**config.mk**
```make
export PLATFORM = sky130hd
export DESIGN_NAME = wishbone_uart_responder_flat
export DESIGN_NICKNAME = d
export VERILOG_FILES = /design/src/rtl/wishbone_uart_responder_pkg.sv /design/src/rtl/wishbone_uart_responder_if.sv /design/src/rtl/wishbone_uart_responder_fifo.sv /design/src/rtl/wishbone_uart_responder.sv /design/src/flat_wrapper.sv
export SDC_FILE = /design/constraint.sdc
export NUM_CORES = 1
export LEC_CHECK = 0
export CAP_MARGIN = 10
export CORE_MARGIN = 5
export CORE_UTILIZATION = 63
export CTS_BUF_LIST = sky130_fd_sc_hd__clkbuf_16
export CTS_CLUSTER_DIAMETER = 60
export DETAILED_ROUTE_END_ITERATION = 6
export DONT_BUFFER_PORTS = 1
export PLACE_DENSITY = 0.79
export SLEW_MARGIN = 40
export SYNTH_ARGS = -nofsm -noshare
export SYNTH_HDL_FRONTEND = slang
export SYNTH_SLANG_ARGS = --single-unit
```
**constraint.sdc**
```tcl
create_clock -name clk -period 3.2 [get_ports clk]
set_input_delay 0.48 -clock clk [delete_from_list [all_inputs] [get_ports clk]]
set_output_delay 0.48 -clock clk [all_outputs]
set_load 0.005 [all_outputs]
```
**src/rtl/wishbone_uart_responder_pkg.sv**
```systemverilog
// Register map, LSR bit positions and FSM state encoding shared by the
// UART-style Wishbone responder and its FIFOs.
package uart_regs_pkg;

  // Register addresses on the 3-bit Wishbone address bus
  localparam logic [2:0] ADDR_DATA = 3'd0;
  localparam logic [2:0] ADDR_IER  = 3'd1;
  localparam logic [2:0] ADDR_LSR  = 3'd5;

  // Line status register bit positions
  localparam int LSR_RX_NE    = 0;
  localparam int LSR_RX_OVR   = 1;
  localparam int LSR_TX_OVF   = 2;
  localparam int LSR_TX_NF    = 5;
  localparam int LSR_TX_EMPTY = 6;

  // Bus FSM state encoding
  typedef logic [1:0] wb_state_t;
  localparam wb_state_t S_IDLE = 2'd0;
  localparam wb_state_t S_WAIT = 2'd1;
  localparam wb_state_t S_ACK  = 2'd2;

endpackage

```
**src/rtl/wishbone_uart_responder_if.sv**
```systemverilog
// Single-beat 8-bit Wishbone link between the gateway master and the responder.
interface wishbone;
  logic       cyc;
  logic       stb;
  logic       we;
  logic       sel;
  logic [2:0] address;
  logic [7:0] data_out;  // write data from master
  logic [7:0] data_in;   // read data to master
  logic       ack;

  modport master (output cyc, stb, we, sel, address, data_out, input data_in, ack);
  modport slave  (input cyc, stb, we, sel, address, data_out, output data_in, ack);
endinterface

```
**src/rtl/wishbone_uart_responder_fifo.sv**
```systemverilog
// Synchronous show-ahead byte FIFO. A push into a full FIFO is only accepted
// when a pop is accepted on the same edge; a pop of an empty FIFO is ignored.
module wb_byte_fifo #(
  parameter int DEPTH = 8
) (
  input  logic                         clk,
  input  logic                         rstn,
  input  logic                         i_push,
  input  logic                         i_pop,
  input  logic [7:0]                   i_wdata,
  output logic [7:0]                   o_rdata,
  output logic                         o_full,
  output logic                         o_empty,
  output logic [$clog2(DEPTH+1)-1:0]   o_count
);
  localparam int PW = $clog2(DEPTH);
  localparam int CW = $clog2(DEPTH+1);

  logic [7:0]    r_mem [DEPTH];
  logic [PW-1:0] r_wr_ptr;
  logic [PW-1:0] r_rd_ptr;
  logic [CW-1:0] r_count;
  logic          w_do_push;
  logic          w_do_pop;

  assign o_full    = (r_count == CW'(DEPTH));
  assign o_empty   = (r_count == CW'(0));
  assign o_count   = r_count;
  assign o_rdata   = r_mem[r_rd_ptr];
  assign w_do_pop  = i_pop & ~o_empty;
  assign w_do_push = i_push & (~o_full | w_do_pop);

  // Storage array; contents are don't-care until written, pointers define validity
  always_ff @(posedge clk) begin
    if (w_do_push) begin
      r_mem[r_wr_ptr] <= i_wdata;
    end
  end

  // Pointers wrap naturally at the power-of-two depth; count tracks occupancy
  always_ff @(posedge clk or negedge rstn) begin
    if (!rstn) begin
      r_wr_ptr <= '0;
      r_rd_ptr <= '0;
      r_count  <= '0;
    end else begin
      if (w_do_push) r_wr_ptr <= r_wr_ptr + PW'(1);
      if (w_do_pop)  r_rd_ptr <= r_rd_ptr + PW'(1);
      case ({w_do_push, w_do_pop})
        2'b10:   r_count <= r_count + CW'(1);
        2'b01:   r_count <= r_count - CW'(1);
        default: r_count <= r_count;
      endcase
    end
  end
endmodule

```
**src/rtl/wishbone_uart_responder.sv**
```systemverilog
// UART-style Wishbone register target: RX/TX byte FIFOs, interrupt enable,
// line status with sticky error flags, and a fixed-latency ack FSM.
module wishbone_uart_responder
  import uart_regs_pkg::*;
#(
  parameter int FLIP_BIT_ORDER = 1,
  parameter int FIFO_DEPTH     = 8,
  parameter int ACK_DELAY      = 1
) (
  input  logic       clk,
  input  logic       rstn,
  wishbone.slave     wb_slave,
  input  logic [7:0] rx_data,
  input  logic       rx_valid,
  output logic [7:0] tx_data,
  output logic       tx_valid,
  input  logic       tx_ready,
  output logic       interrupt
);
  localparam int CW = $clog2(FIFO_DEPTH+1);
  // Value of the WAIT counter on the last WAIT cycle (unused when ACK_DELAY is 1)
  localparam logic [1:0] WAIT_LAST = 2'((ACK_DELAY > 1) ? (ACK_DELAY - 2) : 0);

  wb_state_t     r_state;
  logic [1:0]    r_cnt;
  logic          r_we;
  logic [2:0]    r_addr;
  logic [7:0]    r_wdata;
  logic [7:0]    r_rdata;
  logic          r_ack;
  logic          r_pop_ok;
  logic [1:0]    r_ier;
  logic          r_rx_ovr;
  logic          r_tx_ovf;
  logic          r_irq;

  logic [7:0]    w_bus_wdata;
  logic          w_strobe;
  logic          w_enter_ack;
  logic          w_end_ack;
  logic [2:0]    w_cur_addr;
  logic          w_cur_we;
  logic [7:0]    w_lsr;
  logic [7:0]    w_rd_val;
  logic          w_rx_pop, w_tx_push, w_tx_pop, w_ier_wr, w_lsr_clr;
  logic [7:0]    w_rx_head, w_tx_head;
  logic          w_rx_full, w_rx_empty, w_tx_full, w_tx_empty;
  logic [CW-1:0] w_rx_count_unused, w_tx_count_unused;
  logic          w_sel_unused;

  // Bit-order mapping lives only at the bus boundary; internals are always LSB-first
  genvar gi;
  generate
    if (FLIP_BIT_ORDER != 0) begin : g_flip
      for (gi = 0; gi < 8; gi++) begin : g_bit
        assign w_bus_wdata[gi]      = wb_slave.data_out[7-gi];
        assign wb_slave.data_in[gi] = r_rdata[7-gi];
      end
    end else begin : g_noflip
      assign w_bus_wdata      = wb_slave.data_out;
      assign wb_slave.data_in = r_rdata;
    end
  endgenerate

  assign wb_slave.ack = r_ack;
  assign w_sel_unused = wb_slave.sel;  // byte bus: select lane carries no information

  assign w_strobe    = wb_slave.cyc & wb_slave.stb & (r_state == S_IDLE);
  assign w_enter_ack = (w_strobe & (ACK_DELAY == 1)) |
                       ((r_state == S_WAIT) & (r_cnt == WAIT_LAST));
  assign w_end_ack   = (r_state == S_ACK);
  // With ACK_DELAY=1 the read value is registered on the capture edge itself
  assign w_cur_addr  = (r_state == S_IDLE) ? wb_slave.address : r_addr;
  assign w_cur_we    = (r_state == S_IDLE) ? wb_slave.we      : r_we;

  assign w_rx_pop  = w_end_ack & ~r_we & (r_addr == ADDR_DATA) & r_pop_ok;
  assign w_tx_push = w_end_ack &  r_we & (r_addr == ADDR_DATA);
  assign w_ier_wr  = w_end_ack &  r_we & (r_addr == ADDR_IER);
  assign w_lsr_clr = w_end_ack & ~r_we & (r_addr == ADDR_LSR);
  assign w_tx_pop  = ~w_tx_empty & tx_ready;

  assign tx_valid  = ~w_tx_empty;
  assign tx_data   = w_tx_empty ? 8'h00 : w_tx_head;
  assign interrupt = r_irq;

  wb_byte_fifo #(.DEPTH(FIFO_DEPTH)) u_rx_fifo (
    .clk(clk), .rstn(rstn), .i_push(rx_valid), .i_pop(w_rx_pop), .i_wdata(rx_data),
    .o_rdata(w_rx_head), .o_full(w_rx_full), .o_empty(w_rx_empty), .o_count(w_rx_count_unused)
  );

  wb_byte_fifo #(.DEPTH(FIFO_DEPTH)) u_tx_fifo (
    .clk(clk), .rstn(rstn), .i_push(w_tx_push), .i_pop(w_tx_pop), .i_wdata(r_wdata),
    .o_rdata(w_tx_head), .o_full(w_tx_full), .o_empty(w_tx_empty), .o_count(w_tx_count_unused)
  );

  // Assemble the line status register from live FIFO state and sticky flags
  always_comb begin
    w_lsr               = 8'h00;
    w_lsr[LSR_RX_NE]    = ~w_rx_empty;
    w_lsr[LSR_RX_OVR]   = r_rx_ovr;
    w_lsr[LSR_TX_OVF]   = r_tx_ovf;
    w_lsr[LSR_TX_NF]    = ~w_tx_full;
    w_lsr[LSR_TX_EMPTY] = w_tx_empty;
  end

  // Read data mux; an empty RX FIFO reads as zero
  always_comb begin
    w_rd_val = 8'h00;
    case (w_cur_addr)
      ADDR_DATA: w_rd_val = w_rx_empty ? 8'h00 : w_rx_head;
      ADDR_IER:  w_rd_val = {6'b000000, r_ier};
      ADDR_LSR:  w_rd_val = w_lsr;
      default:   w_rd_val = 8'h00;
    endcase
  end

  // Transfer FSM: capture on strobe, optional WAIT, one-cycle ACK
  always_ff @(posedge clk or negedge rstn) begin
    if (!rstn) begin
      r_state <= S_IDLE;
      r_cnt   <= 2'd0;
      r_we    <= 1'b0;
      r_addr  <= 3'd0;
      r_wdata <= 8'h00;
    end else begin
      case (r_state)
        S_IDLE: begin
          if (w_strobe) begin
            r_we    <= wb_slave.we;
            r_addr  <= wb_slave.address;
            r_wdata <= w_bus_wdata;
            r_cnt   <= 2'd0;
            r_state <= (ACK_DELAY == 1) ? S_ACK : S_WAIT;
          end
        end
        S_WAIT: begin
          if (r_cnt == WAIT_LAST) r_state <= S_ACK;
          else                    r_cnt   <= r_cnt + 2'd1;
        end
        S_ACK:   r_state <= S_IDLE;
        default: r_state <= S_IDLE;
      endcase
    end
  end

  // Ack and read data are registered on entry to ACK and cleared when it ends
  always_ff @(posedge clk or negedge rstn) begin
    if (!rstn) begin
      r_ack    <= 1'b0;
      r_rdata  <= 8'h00;
      r_pop_ok <= 1'b0;
    end else if (w_enter_ack) begin
      r_ack    <= 1'b1;
      r_rdata  <= w_cur_we ? 8'h00 : w_rd_val;
      r_pop_ok <= ~w_rx_empty;  // pop only the byte actually returned
    end else begin
      r_ack    <= 1'b0;
      r_rdata  <= 8'h00;
      r_pop_ok <= 1'b0;
    end
  end

  // IER and sticky error flags; a new error on the clearing edge is kept
  always_ff @(posedge clk or negedge rstn) begin
    if (!rstn) begin
      r_ier    <= 2'b00;
      r_rx_ovr <= 1'b0;
      r_tx_ovf <= 1'b0;
    end else begin
      if (w_ier_wr) r_ier <= r_wdata[1:0];
      if (rx_valid & w_rx_full & ~w_rx_pop)    r_rx_ovr <= 1'b1;
      else if (w_lsr_clr)                      r_rx_ovr <= 1'b0;
      if (w_tx_push & w_tx_full & ~w_tx_pop)   r_tx_ovf <= 1'b1;
      else if (w_lsr_clr)                      r_tx_ovf <= 1'b0;
    end
  end

  // Registered level interrupt
  always_ff @(posedge clk or negedge rstn) begin
    if (!rstn) r_irq <= 1'b0;
    else       r_irq <= (r_ier[0] & ~w_rx_empty) | (r_ier[1] & w_tx_empty);
  end
endmodule
```
**src/flat_wrapper.sv**
```systemverilog
// flat-port wrapper written by rule: the top's interface ports become plain ports
module wishbone_uart_responder_flat import uart_regs_pkg::*;
#(
  parameter int FLIP_BIT_ORDER = 1,
  parameter int FIFO_DEPTH     = 8,
  parameter int ACK_DELAY      = 1
)
  (clk, rstn, rx_data, rx_valid, tx_data, tx_valid, tx_ready, interrupt, wb_slave_cyc, wb_slave_stb, wb_slave_we, wb_slave_sel, wb_slave_address, wb_slave_data_out, wb_slave_data_in, wb_slave_ack);
  wishbone wb_slave_i ();
  input  logic clk;
  input  logic rstn;
  input  logic [7:0] rx_data;
  input  logic rx_valid;
  output logic [7:0] tx_data;
  output logic tx_valid;
  input  logic tx_ready;
  output logic interrupt;
  input wire logic [$bits(wb_slave_i.cyc)-1:0] wb_slave_cyc;
  input wire logic [$bits(wb_slave_i.stb)-1:0] wb_slave_stb;
  input wire logic [$bits(wb_slave_i.we)-1:0] wb_slave_we;
  input wire logic [$bits(wb_slave_i.sel)-1:0] wb_slave_sel;
  input wire logic [$bits(wb_slave_i.address)-1:0] wb_slave_address;
  input wire logic [$bits(wb_slave_i.data_out)-1:0] wb_slave_data_out;
  output wire logic [$bits(wb_slave_i.data_in)-1:0] wb_slave_data_in;
  output wire logic [$bits(wb_slave_i.ack)-1:0] wb_slave_ack;
  assign wb_slave_i.cyc = wb_slave_cyc;
  assign wb_slave_i.stb = wb_slave_stb;
  assign wb_slave_i.we = wb_slave_we;
  assign wb_slave_i.sel = wb_slave_sel;
  assign wb_slave_i.address = wb_slave_address;
  assign wb_slave_i.data_out = wb_slave_data_out;
  assign wb_slave_data_in = wb_slave_i.data_in;
  assign wb_slave_ack = wb_slave_i.ack;
  wishbone_uart_responder #(.FLIP_BIT_ORDER(FLIP_BIT_ORDER), .FIFO_DEPTH(FIFO_DEPTH), .ACK_DELAY(ACK_DELAY)) u_core (.clk(clk), .rstn(rstn), .wb_slave(wb_slave_i), .rx_data(rx_data), .rx_valid(rx_valid), .tx_data(tx_data), .tx_valid(tx_valid), .tx_ready(tx_ready), .interrupt(interrupt));
endmodule
```
==> results.yml, run 1 <==
run_status:
  status: "finished clean"
layout:
  antenna_cells: 0
  area.growth.synth_to_final_pct: 12.6
  nNetsFinal: 492
  fin_area_mm2: 0.00804
  n_fill_cell: 619
  drive_gt1_share_pct: 20.9
  multi_input_area_mm2: 0.00201
  register_area_mm2: 0.00505
yosys:
  netlist_area_mm2: 0.00714
  synth_compound_area_share_pct: 3.28
  synthFlopType: "edfxtp_1"
  synth_top_family_by_area: "multiplexers"
  yosys.area_share.xor_xnor_pct: 1.47
  muxShareOfSynthArea_pct: 13.8
  synth.distinct_cells: 49
  synth-adder-area-share_pct: 1.40
  postSynthAreaPerCell_um2: 16.5
  yosys_warnings: 0
  async_reset_ff_share_pct: 27.3
  synthCells: 432
  synth_edf_count: 128
  syn-num-nets: 467
  ys_ff_latch: 176
  yosysSeqAreaShare_pct: 70.6
  synth-simple-area-share_pct: 8.16
drt:
  vias_per_cell: 6.41
  vias: 3910
  wirelength_um: 14400
  drc: 0
  route.antenna.remaining_nets: 0
  drt_iter0_markers: 447
  wl_per_cell_um: 23.6
  drt_pass1_iterations: 5
cts:
  clkSinkCount: 176
  cts_tree: "yes"
  h-tree-depth: 4
  clock_path_buffers: 2
  cts-root-buf: "clkbuf_16"
  cts_buffers: 17
  postCtsSetupRepairBufs: 0
  clkSlewWorstSetupHoldPaths_ns: 0.06
  clk_latency_ns: 0.42
  cts_resized: 0
  cts_hold_buf: 2
global_routing:
  grt.busiest_layer: "met2"
  use_met3_pct: 6.22
  globalRouteOverflowTotal: 0
  grtUsageMet1_pct: 32.2
  grt_usage_pct: 23.5
  antenna_found_initial: 0
  grt_max_degree: 49
  grt_pass1_wl_um: 23000
  met2_usage_pct: 37.4
  grt_pass1_vias: 4098
critical_path:
  r2r-start: "u_core.u_tx_fifo.o_count[2]"
  worst_ep_arrival_time_ns: 3.34
  rr_worst_depth: 10
  critPathMaxFanout: 6
  r2r_setup_slack_ns: 0.15
  critPathRequiredTime_ns: 3.49
  worstSetupEndpointType: "flip-flop"
  worstSetupPathType: "reg -> reg"
  critPathLaunchType: "flip-flop"
  r2r_end: "u_core.u_tx_fifo.o_count[2]"
pwr:
  worst_ir_drop_vdd_v: 0.000521
  power_density_mw_per_mm2: 807
  p_leak_nw: 2.94
timing:
  clock_skew_ns: 0.00923
  maxSlewHeadroom_pct: 48.7
  worstMarginPinSlew_ns: 0.769
  finalSetupTns_ns: 0
  period_minus_slack_ns: 3.05
  report.final.slew_viol_count: 0
  rsz0062_at_grt: "no"
  max_freq_mhz: 328
  final-hold-violation-count: 0
  setup_viol: 0
  fin_crit_sh_pct: 95.3
die:
  start_util_pct: 65.0
  core_area_mm2: 0.0110
  rows: 38
  die_h_um: 116
  io_pins: 46
  fp.dieW_um: 116
  dieArea_mm2: 0.0136
worst_hold_path:
  hold_path_end: "u_core.u_rx_fifo.r_mem[1][1]"
  hp-class: "in -> reg"
  hp-start: "rx_data[1]"
  holdPathStages: 0
run:
  max-cap-violations: 0
placement:
  placed_cell_area_mm2: 0.00741
  routabilityCongestion: 0.845
  portBuffers: 0
  dp_hpwl_um: 8920
[per-layer routing]
metal,vias to the layer above,share of wire [%]
met3,26,8.1
met2,194,50
met5,-,0
met4,0,1.7
li1,1690,-
met1,2000,40
[placed cells by master (no fill, tap or decap), types with 5 or more instances in the layout]
master,instances
clkbuf_16,17
ha_1,8
xor2_1,6
nand2b_1,9
edfxtp_1,128
mux2i_1,16
o21ai_0,6
a21oi_1,5
nor3_1,6
inv_1,7
mux2_2,7
dfrtp_1,47
nand2_1,54
nor2_1,34
buf_4,20
mux4_2,32
xnor2_1,6
[synthesized netlist by cell type, drive strengths merged, types with 3 or more instances]
master  number  area, um^2
a21oi        6        33.8
dfrtp       48        1200
ha           8         100
o21ai        6        30.0
mux2i       16         160
mux4        32         721
edfxtp     128        3840
mux2         9         105
inv          6        22.5
buf          9        41.3
nand2b       9        56.3
or4b         3        30.0
nand3        4        20.0
nand2       54         203
clkbuf       7        26.3
nand3b       3        22.5
xnor2        6        52.6
nor3         7        40.0
nor2        35         134
a22oi        3        22.5
xor2         6        52.6
[final cells by class]
cell class | count | share of cell area [%]
timing repair buffer | 22 | 2.33
sequential | 176 | 62.7
clock inverter | 15 | 2.13
inverter | 6 | 0.280
multi-input combinational | 234 | 25.0
tap | 140 | 2.18
clock buffer | 17 | 5.29
[power by group]
group / switching [mW] / internal (mW)
clock: 0.832 / 1.22
sequential: 0.384 / 2.77
combinational: 0.614 / 0.669
[kinds of logic after synthesis]
kind of cell	Yosys count
AND/OR/NAND/NOR	125
AO/OA/AOI/OAI	32
flip-flops	176
buffers and inverters	22
multiplexers	57
adder cells (fa/ha/maj)	8
XOR/XNOR	12
[state kept, by name, indices dropped and copies added (netlist names)]
| name | flops |
|---|---|
| u_core.r_addr | 3 |
| u_core.interrupt | 1 |
| u_core.wb_slave.ack | 1 |
| u_core.u_rx_fifo.r_rd_ptr | 3 |
| u_core.u_rx_fifo.r_wr_ptr | 3 |
| u_core.r_rdata | 8 |
| u_core.u_tx_fifo.r_wr_ptr | 3 |
| u_core.r_pop_ok | 1 |
| u_core.u_rx_fifo.r_mem | 64 |
| u_core.r_tx_ovf | 1 |
| u_core.r_wdata | 8 |
| u_core.u_tx_fifo.r_rd_ptr | 3 |
| u_core.r_state | 1 |
| u_core.u_tx_fifo.o_count | 4 |
| u_core.u_tx_fifo.r_mem | 64 |
| u_core.r_we | 1 |
| u_core.r_rx_ovr | 1 |
| u_core.r_ier | 2 |
| u_core.u_rx_fifo.o_count | 4 |
[how the worst max path moves through the flow]
stage | startpoint | end | slack, ns | cells after the start
2_1_floorplan | u_core.u_tx_fifo.o_count[2] | u_core.u_tx_fifo.o_count[2] | 0.62 | 10
3_3_place_gp | u_core.u_tx_fifo.o_count[2] | u_core.u_tx_fifo.o_count[2] | 0.45 | 10
3_5_place_dp | u_core.u_tx_fifo.o_count[2] | u_core.u_tx_fifo.o_count[2] | 0.24 | 10
4_1_cts | u_core.u_tx_fifo.o_count[1] | u_core.u_tx_fifo.o_count[2] | 0.20 | 10
5_1_grt | u_core.u_tx_fifo.o_count[2] | u_core.u_tx_fifo.o_count[2] | 0.02 | 10
6_report | u_core.u_tx_fifo.o_count[2] | u_core.u_tx_fifo.o_count[2] | 0.15 | 10
[through the flow]
stage,cells,power (mW),util [%],worst slack (ns),hold slack [ns]
floorplan,432,4.05,-,0.618,0.184
global placement,576,4.33,67.4,0.454,0.186
detailed placement,576,4.43,67.4,0.239,0.186
CTS,610,6.53,73.2,0.198,0.140
global route,610,6.81,73.2,0.0163,0.137
finish,610,6.49,73.2,0.150,0.159
[worst max-delay path, cell delays in order (launching register included)]
cell,delay (ns)
dfrtp_1,0.46
or4b_2,0.76
o211a_1,0.30
inv_1,0.18
ha_1,0.34
xor2_1,0.11
ha_1,0.20
a21oi_1,0.16
xor2_1,0.19
nor2_1,0.07
xor2_1,0.15
(Power assumes the default switching activity.)
==> run 2: changes to the inputs <==
Settings changed: CORE_UTILIZATION 63 to 25, PLACE_DENSITY 0.79 to not set.
==> run 2 against run 1 <==
Against the previous run:
- count of clock-buffer cells in the layout unchanged
- cell count up 39%
- sequential power about the same
- routed wire length up 3.2%
- cell area up 3.4%
- global-route usage down 14 points
- critical path type unchanged
- largest power group unchanged
==> results.yml, run 2 (same netlist as run 1, synthesis figures left out) <==
die:
  core_area_mm2: 0.0280
  start_util_pct: 25.5
  io_pins: 46
  rows: 61
  fp.dieW_um: 179
  die_h_um: 179
  dieArea_mm2: 0.0321
timing:
  period_minus_slack_ns: 2.92
  max_freq_mhz: 343
  finalSetupTns_ns: 0
  fin_crit_sh_pct: 91.1
  worstMarginPinSlew_ns: 0.708
  setup_viol: 0
  setup_ws_ns: 0.284
  report.final.slew_viol_count: 0
  clock_skew_ns: 0.0134
  rsz0062_at_grt: "no"
  maxSlewHeadroom_pct: 52.8
  final-hold-violation-count: 0
critical_path:
  slowest_stage: "or4b_2"
  critPathRequiredTime_ns: 3.50
  critPathLaunchType: "flip-flop"
  worstSetupPathType: "reg -> reg"
  cp_common_cell: "xor2_1"
  critPathTopFamily: "simple AND/OR/NAND/NOR gates"
  critPathMaxFanout: 6
  worstSetupEndpointType: "flip-flop"
  path_buf_inv: 1
  crit_chain: "or4b_2, o211a_1, inv_1, ha_1, xor2_1, ha_1, a21oi_1, xor2_1, nor2_1, xor2_1"
  worst_ep_arrival_time_ns: 3.21
  slowest_delay_ns: 0.75
layout:
  n_fill_cell: 2758
  final_common_cell: "edfxtp_1"
  mostFrequentLayoutCells: "128 x edfxtp_1, 54 x nand2_1, 46 x dfrtp_1"
  drive_gt1_share_pct: 21.4
  area.growth.synth_to_final_pct: 16.4
  reg.largest.list: "u_core.u_rx_fifo.r_mem x64, u_core.u_tx_fifo.r_mem x64"
  nNetsFinal: 493
drt:
  route.antenna.remaining_nets: 0
  drc: 0
  wirelength_um: 14900
  drt_iter0_markers: 244
  drt_pass1_iterations: 4
  wl_per_cell_um: 17.5
  vias_per_cell: 4.36
  vias: 3709
pwr:
  p_sw_mw: 1.84
  intPower_mw: 4.51
  power_density_mw_per_mm2: 765
  pwr-share-comb_pct: 19.5
  p_leak_nw: 2.94
  worst_ir_drop_vdd_v: 0.000272
  p_seq_share_pct: 49.5
  switching_share_pct: 29.0
  p_clk_share_pct: 31.0
cts:
  clock_path_buffers: 2
  clkSlewWorstSetupHoldPaths_ns: 0.07
  cts_tree: "yes"
  clkSinkCount: 176
  h-tree-depth: 4
  cts-root-buf: "clkbuf_16"
  clk_latency_ns: 0.42
  postCtsSetupRepairBufs: 0
  cts_buffers: 17
worst_hold_path:
  hp-class: "in -> reg"
placement:
  routabilityCongestion: 0.771
  dp_hpwl_um: 9910
  portBuffers: 0
  dp_slack_ns: 0.309
run_status:
  status: "finished clean"
global_routing:
  grt_max_degree: 49
  antenna_found_initial: 0
  grt_usage_pct: 9.72
  grt_pass1_vias: 3985
  globalRouteOverflowTotal: 0
  grt_pass1_wl_um: 23000
run:
  max-cap-violations: 0
[run 2: timing repair]
item,CTS,global route
resized for setup,0,0
endpoints found under the hold margin,48,0
hold buffers,2,0
[run 2: path summary, 6_finish.rpt]
check | cells past startpoint | slack, ns | end | from
max reg2reg | 10 | 0.28 | u_core.u_tx_fifo.o_count[2] | u_core.u_tx_fifo.o_count[2]
max in group asynchronous | 2 | 2.34 | u_core.u_rx_fifo.r_rd_ptr[0] | rstn
min | 0 | 0.15 | u_core.u_rx_fifo.r_mem[3][4] | rx_data[4]
min in group asynchronous | 2 | 0.58 | u_core.r_wdata[1] | rstn
max | 10 | 0.28 | u_core.u_tx_fifo.o_count[2] | u_core.u_tx_fifo.o_count[2]
min reg2reg | 2 | 0.51 | u_core.r_rx_ovr | u_core.r_rx_ovr
[run 2: layout make-up]
cell class	count	area [um^2]	area share, %
Sequential cell	176	5050	60.7
Multi-Input combinational cell	234	2010	24.2
Tap cell	378	473	5.69
Clock buffer	17	425	5.12
Timing Repair Buffer	23	195	2.35
Clock inverter	15	134	1.61
Inverter	6	22.5	0.271
Antenna cell	1	2.50	0.0301
[run 2: power by group through the flow]
stage                     registers, mW  clock network, mW  logic, mW
final                              3.15               1.97       1.24
after global routing               3.19               2.13       1.37
after CTS                          3.14               2.01       1.27
after detailed placement           3.19                  0       1.25
after global placement             3.16                  0       1.21
after floorplan                    2.97                  0       1.08
[run 2: stage by stage]
step                instance area [um^2]  total power [mW]  util [%]  instances  hold WS, ns
finish                              8310              6.36      29.7        850        0.153
global route                        8310              6.69      29.7        849        0.123
CTS                                 8310              6.43      29.7        849        0.134
detailed placement                  7710              4.44      27.5        815        0.190
global placement                    7710              4.37      27.5        815        0.188
floorplan                           7140              4.05         -        432        0.184
[run 2: worst register-to-register path: cells and delay by family, from the launching register on]
family	cells	cell delay, ns
simple gates	2	0.84
fa+ha+maj	2	0.48
compound gates	2	0.46
flops	1	0.45
xor+xnor	3	0.43
buf+inv	1	0.14
[run 2: per-layer routing]
| metal | vias to the layer above | part of all wire, % | track usage [%] | wire (um) |
|---|---|---|---|---|
| met2 | 88 | 52 | 16.3 | 7700 |
| li1 | 1696 | - | - | - |
| met3 | 18 | 6.3 | 3.50 | 938 |
| met4 | 0 | 1.2 | 3.13 | 174 |
| met1 | 1907 | 41 | 11.7 | 6060 |
| met5 | - | 0 | 0 | 0 |
==> run 3: changes to the inputs <==
Settings changed: HOLD_SLACK_MARGIN set to 0.12.
==> results of run 3 <==
Final layout, timing and power as in run 2 (identical DEF).
